## src/rtl/pe_pkg.sv

```systemverilog
// Shared types and default sizes for the processing-element accumulator.
package pe_pkg;

  localparam int DEFAULT_BITWIDTH = 32;
  localparam int DEFAULT_LENGTH   = 16;

  typedef enum logic [1:0] {
    IDLE  = 2'd0,
    ACCUM = 2'd1,
    DONE  = 2'd2
  } state_t;

endpackage

```

## src/rtl/acc_sat_add.sv

```systemverilog
// Combinational BITWIDTH-bit unsigned add with carry-out.
// With ACC_SATURATE_EN defined the sum clamps to all-ones on carry-out.
module acc_sat_add #(
  parameter int BITWIDTH = 32
) (
  input  logic [BITWIDTH-1:0] i_a,
  input  logic [BITWIDTH-1:0] i_b,
  output logic [BITWIDTH-1:0] o_sum,
  output logic                o_carry
);

  logic [BITWIDTH:0] w_full;

  assign w_full  = {1'b0, i_a} + {1'b0, i_b};
  assign o_carry = w_full[BITWIDTH];

`ifdef ACC_SATURATE_EN
  // Once clamped, any further non-zero term carries again, so the clamp persists.
  assign o_sum = o_carry ? {BITWIDTH{1'b1}} : w_full[BITWIDTH-1:0];
`else
  assign o_sum = w_full[BITWIDTH-1:0];
`endif

endmodule

```

## src/rtl/pe_accumulator.sv

```systemverilog
// Sums LENGTH unsigned terms per dot product and presents a registered result
// with a sticky overflow flag. Optional clamping via ACC_SATURATE_EN.
//
// Handshakes: a beat transfers on a rising clk edge where valid and ready are
// both 1; valid must hold its data until that edge, and ready is decoded from
// registered state only, never from any input.
module pe_accumulator
  import pe_pkg::*;
#(
  parameter int BITWIDTH = DEFAULT_BITWIDTH,
  parameter int LENGTH   = DEFAULT_LENGTH
) (
  input  logic                clk,
  input  logic                rstn,
  input  logic                start,
  input  logic [BITWIDTH-1:0] din,
  input  logic                din_valid,
  output logic                din_ready,
  output logic [BITWIDTH-1:0] dout,
  output logic                dout_valid,
  input  logic                dout_ready,
  output logic                overflow,
  output logic                busy,
  output logic [1:0]          dbg_state
);

  localparam int CNT_W = $clog2(LENGTH + 1);
  localparam logic [CNT_W-1:0] LAST_CNT = CNT_W'(LENGTH - 1);

  state_t              r_state;
  logic [BITWIDTH-1:0] r_acc;
  logic [BITWIDTH-1:0] r_dout;
  logic [CNT_W-1:0]    r_cnt;
  logic                r_ovf;
  logic                r_overflow;

  logic [BITWIDTH-1:0] w_sum;
  logic                w_carry;
  logic                w_beat;

  acc_sat_add #(.BITWIDTH(BITWIDTH)) u_add (
    .i_a     (r_acc),
    .i_b     (din),
    .o_sum   (w_sum),
    .o_carry (w_carry)
  );

  assign w_beat = (r_state == ACCUM) && din_valid;

  always_ff @(posedge clk) begin
    if (!rstn) begin
      r_state    <= IDLE;
      r_acc      <= '0;
      r_cnt      <= '0;
      r_ovf      <= 1'b0;
      r_dout     <= '0;
      r_overflow <= 1'b0;
    end else begin
      case (r_state)
        IDLE: begin
          if (start) begin
            r_acc   <= '0;
            r_cnt   <= '0;
            r_ovf   <= 1'b0;
            r_state <= ACCUM;
          end
        end
        ACCUM: begin
          if (w_beat) begin
            r_acc <= w_sum;
            r_ovf <= r_ovf | w_carry;
            r_cnt <= r_cnt + 1'b1;
            // The last beat's result goes straight to the output registers.
            if (r_cnt == LAST_CNT) begin
              r_dout     <= w_sum;
              r_overflow <= r_ovf | w_carry;
              r_state    <= DONE;
            end
          end
        end
        DONE: begin
          if (dout_ready) r_state <= IDLE;
        end
        default: r_state <= IDLE;
      endcase
    end
  end

  assign din_ready  = (r_state == ACCUM);
  assign dout_valid = (r_state == DONE);
  assign busy       = (r_state != IDLE);
  assign dout       = r_dout;
  assign overflow   = r_overflow;
  assign dbg_state  = r_state;

endmodule
```

## config.mk

```make
export PLATFORM = sky130hd
export DESIGN_NAME = pe_accumulator
export DESIGN_NICKNAME = d
export VERILOG_FILES = /design/src/rtl/pe_pkg.sv /design/src/rtl/acc_sat_add.sv /design/src/rtl/pe_accumulator.sv
export SDC_FILE = /design/constraint.sdc
export NUM_CORES = 1
export LEC_CHECK = 0
export BUFFER_PORTS_ARGS = -buffer_cell sky130_fd_sc_hd__buf_2
export CORE_ASPECT_RATIO = 0.75
export CORE_MARGIN = 3
export CORE_UTILIZATION = 33
export CTS_CLUSTER_DIAMETER = 30
export DETAILED_ROUTE_END_ITERATION = 10
export PLACE_DENSITY_LB_ADDON = 0.15
export SYNTH_ARGS = -nofsm -noshare
export SYNTH_HDL_FRONTEND = slang
export SYNTH_SLANG_ARGS = --single-unit
```

## constraint.sdc

```tcl
create_clock -name clk -period 3.55 [get_ports clk]
set_clock_uncertainty 0.2 [all_clocks]
set_input_delay 0.8875 -clock clk [delete_from_list [all_inputs] [get_ports clk]]
set_output_delay 0.8875 -clock clk [all_outputs]
set_load 0.02 [all_outputs]
```

# --- Word-level counts from Yosys, hierarchy flattened ---
# Index checks and enable logic that the tools add are counted.
totals:
  elab_cells: 37
  output_inout_bits: 38
  register_bits: 73
  input_bits: 37
op_classes:
  addsub: 2
  bitwise_logic: 1
  reduce_logical: 7
  muxes: 14
  eq_ne: 7
ops:
  columns: ["cell", "count"]
  rows:
  - ["32-bit 2-to-1 mux", 2]
  - ["32-bit one-hot mux with 2 select lines", 1]
  - ["32-bit by 32-bit adder with 33-bit output", 1]
  - ["5-bit 2-to-1 mux", 2]
  - ["5-bit one-hot mux with 2 select lines", 1]
  - ["2-bit 2-to-1 mux", 4]
  - ["2-bit by 1-bit != test with 1-bit output, second input constant", 3]
  - ["2-bit one-hot mux with 3 select lines", 1]
  - ["3-bit AND reduction", 2]
  - ["5-bit by 1-bit adder with 5-bit output, second input constant", 1]
  - ["5-bit by 4-bit equality test with 1-bit output, second input constant", 1]
  - ["4-bit AND reduction", 1]
  - ["2-bit nonzero test", 2]
  - ["2-bit by 1-bit equality test with 1-bit output, second input constant", 1]
  - ["2-bit equality test, second input constant", 1]
  - ["2-bit logical NOT", 1]
  - ["1-bit 2-to-1 mux", 2]
  - ["2-bit != test, second input constant", 1]
  - ["1-bit one-hot mux with 2 select lines", 1]
  - ["1-bit logical AND", 1]
  - ["1-bit bitwise OR", 1]

# --- Logic depth before layout (Yosys ltp) ---
logic_depth:
  depth_word: 4
  ltp_mapped: 10
  depth_no_buf: 9

# --- Modules after synthesis ---
# From an unflattened synthesis, not the netlist that was laid out.
hier_totals:
  hier_cells: 607
  hier_area_um2: 4609.4
by_module_without_submodules:
  columns: ["module", "area_per_inst_um2", "cells_each", "seq_area_each_um2", "instances"]
  rows:
  - ["pe_accumulator", 2707.6, 333, 1461.4, 1]
  - ["acc_sat_add", 1901.8, 274, 0.0, 1]

# --- Worst setup path after synthesis ---
# No wires, ideal clock.
synth_path:
  kind: "input -> register"
  from: "input din[0]"
  to: "register r_acc[28]"
  arrival_time_ns: 3.039
  cell_stages: 9
  setup_time_ns: 0.117
  slack_ns: 0.194
  path_cell_list: "ha_1 fa_1 a21oi_1 o22ai_1 a2bb2oi_2 a21oi_2 o211a_4 or4_1 a32o_1"
synth_via:
  elab_chain_cells: 3
synth_lines:
  columns: ["element", "line", "source"]
  rows:
  - ["start: declaration", "pe_accumulator.sv:16", "input logic [BITWIDTH-1:0] din,"]
  - ["32-bit by 32-bit adder with 33-bit output", "acc_sat_add.sv:14", "assign w_full = {1'b0, i_a} + {1'b0, i_b};"]
  - ["32-bit 2-to-1 mux", "pe_accumulator.sv:69", "if (w_beat) begin"]
  - ["32-bit one-hot mux with 2 select lines", "pe_accumulator.sv:59", "case (r_state)"]
  - ["end signal: assignment", "pe_accumulator.sv:70", "r_acc <= w_sum;"]
  - ["end: declaration", "pe_accumulator.sv:31", "logic [BITWIDTH-1:0] r_acc;"]
# Every way passes these cells. The select of a mux whose other input is x is not followed.
# A chain may end at the register's enable or synchronous reset.

# --- Worst setup path after layout ---
# Same ends and word-level chain as after synthesis.

==> results.ini <==
[status]
status=complete, no violations

[clocking]
cts_buffer_depth=2
cts_buffers=9
cts-root-buf=clkbuf_16
clk_latency_ps=340
clock_sinks=73
clkSlewWorstSetupHoldPaths_ps=60
cts_tree=done
cts_setup_buffers=0
htree_levels=3

[worst_setup_path]
r2r-end=r_acc[28]
cp_top_family=compound AO/OA/AOI/OAI gates
critPathKind=in -> reg
crit_slowest_cell=fa_1
path_max_fanout=5
cp-start-kind=primary input
path_cells=buf_2 -> ha_1 -> fa_1 -> a21oi_1 -> o22ai_1 -> a2bb2oi_2 -> a21oi_2 -> o211a_4 -> or4_1 -> a32o_1
worst-path-buf-inv=1
cp_data_required_time_ps=3590
r2r_setup_slack_ps=520
cpPeakStageDelay_ps=400
worstSetupEndpointType=flip-flop
r2r-start=r_acc[0]
rr_worst_depth=9
arrival_ps=3400

[pwr]
ir_drop_mv=0.223
power.total_mw=2.17
p_per_area_nw_per_um2=387
p_leak_nw=2.47

[route]
drt_wl_total_um=14500
wire_per_inst_um=17.3
met2_length_um=5790
drtIter0Drc=347
drc_errors=0
drtAntennaViolNets=0
avgViaCountPerCell=5.47
dr.pass1.iters=5
via_count=4560
routed.top_layer=met4
wl_met3_um=1040
wl_met1_um=7480

[finish]
fill_cells=1337
layout.cells.non_filler=834
final_cell_mix=nand2_1, buf_2, dfxtp_1
nets=731
design_area_um2=5600
drive_gt1_frac=0.214
diodes=0
area_delta_synth_final_pct=23.6

[logic_synthesis]
synthFlopType=dfxtp_1
yosys_register_bits=73
async_flop_share=0
yosysSeqAreaShare=0.322
syn_inst=565
synth.distinct_cells=59
yosysTopAreaCellShare=0.322
synth_edf_count=0
yosys_warnings=0
syn_nets=637
syn_avg_cell_area_um2=8.03
syn-cell-area_um2=4530
synthTopCellsByArea=dfxtp_1, ha_1, nand2_1, a21oi_1, nor2_1
synth_area_leader_cell=dfxtp_1

[timing]
max_freq_mhz=297
maxSlewViolCount=0
rsz0062_at_grt=false
relSlewSlack=0.560
setup_tns_ps=0
tightest_slew_ps=661
setup_viol=0
period_share=0.949
hold_viol_final=0
post-route-min-period_ps=3370

[floorplanning]
die_h_um=108
core-area_um2=13200
dieWidth_um=141
start_util=0.344
dieArea_um2=15200
num_rows=36
io_pins=75

[placed_design]
placed_cells=819
dp_hpwl_um=10800
post_dp_cell_area_um2=5300
portBuffers=74
place_congestion=0.881

[run]
maxCapViolations=0

[grt]
track_usage=0.192
grt_pass1_wl_um=23300
grt_pass1_vias=4447
overflow=0
antenna_found_initial=0
grt_max_degree=34

[min_path]
hold_path_end=dout[4]
hold_path_class=reg -> reg
hold_depth=2
min_from=dout[4]

## per-stage QoR
stage	util	worst slack (ps)	hold WS, ps
after floorplan	-	194	229
final	0.425	182	251
after global routing	0.425	59.5	283
after detailed placement	0.402	-115	245
after global placement	0.402	-61.6	240
after CTS	0.424	236	253
## cells in the mapped netlist, drive strengths merged (12+ instances only)
library cell and instances:
a22oi 14, inv 12, and3 16, a21o 15
xor2 13, ha 34, o21ai 30, clkbuf 26
nand3 28, a21oi 44, nor2 44, dfxtp 73
nand2 74
## worst reg2reg max path: cells and delay by family (launching register included)
family                   cells  cell delay (ps)
AND/OR/NAND/NOR              1              390
flip-flops                   1              320
AO/OA/AOI/OAI                6             1400
adder cells (fa/ha/maj)      2              610
## state kept, by name (all words and copies together) (netlist names)
register,count
dbg_state,2
dout,32
r_acc,32
r_cnt,5
overflow,1
r_ovf,1
## cells by family (layout without fill, tap and decap cells)
group,count (synthesis),in the layout,share of synthesized area
buf+inv,45,143,0.0389
mux,3,3,0.00662
flops,73,73,0.322
fa+ha+maj,35,35,0.0982
simple gates,211,211,0.221
xor+xnor,21,21,0.0406
compound gates,177,177,0.273
## timing repair
action,4_1_cts,5_1_grt
setup endpoints to repair,0,1
hold buffers,0,0
gates resized for setup,0,1
## area by class of cell
| cell class | count | area, um^2 | area share |
|---|---|---|---|
| clock buffer | 10 | 239 | 0.0426 |
| clock inverter | 5 | 56.3 | 0.0100 |
| inverter | 12 | 45.0 | 0.00804 |
| multi-input combinational | 447 | 2900 | 0.518 |
| sequential | 73 | 1460 | 0.261 |
| tap | 171 | 214 | 0.0382 |
| timing repair buffer | 116 | 686 | 0.122 |
## how the worst max path moves through the flow
stage / from / endpoint / slack (ps) / cells after the start
floorplan: din[0] / r_acc[28] / 190 / 9
global placement: din[0] / r_acc[28] / -60 / 10
detailed placement: din[0] / r_acc[28] / -110 / 10
CTS: din[0] / r_acc[28] / 240 / 10
global route: din[0] / r_acc[16] / 60 / 11
finish: din[0] / r_acc[28] / 180 / 10
## metal layers
metal / global-route usage / vias up
met5: 0 / -
met4: 0.0512 / 0
met3: 0.0448 / 12
met2: 0.266 / 143
met1: 0.294 / 2126
li1: - / 2279
## power breakdown
part / internal, mW / switching, mW
clock network: 0.559 / 0.377
logic: 0.152 / 0.232
registers: 0.837 / 0.0118
Power figures use the tool's default switching activity.
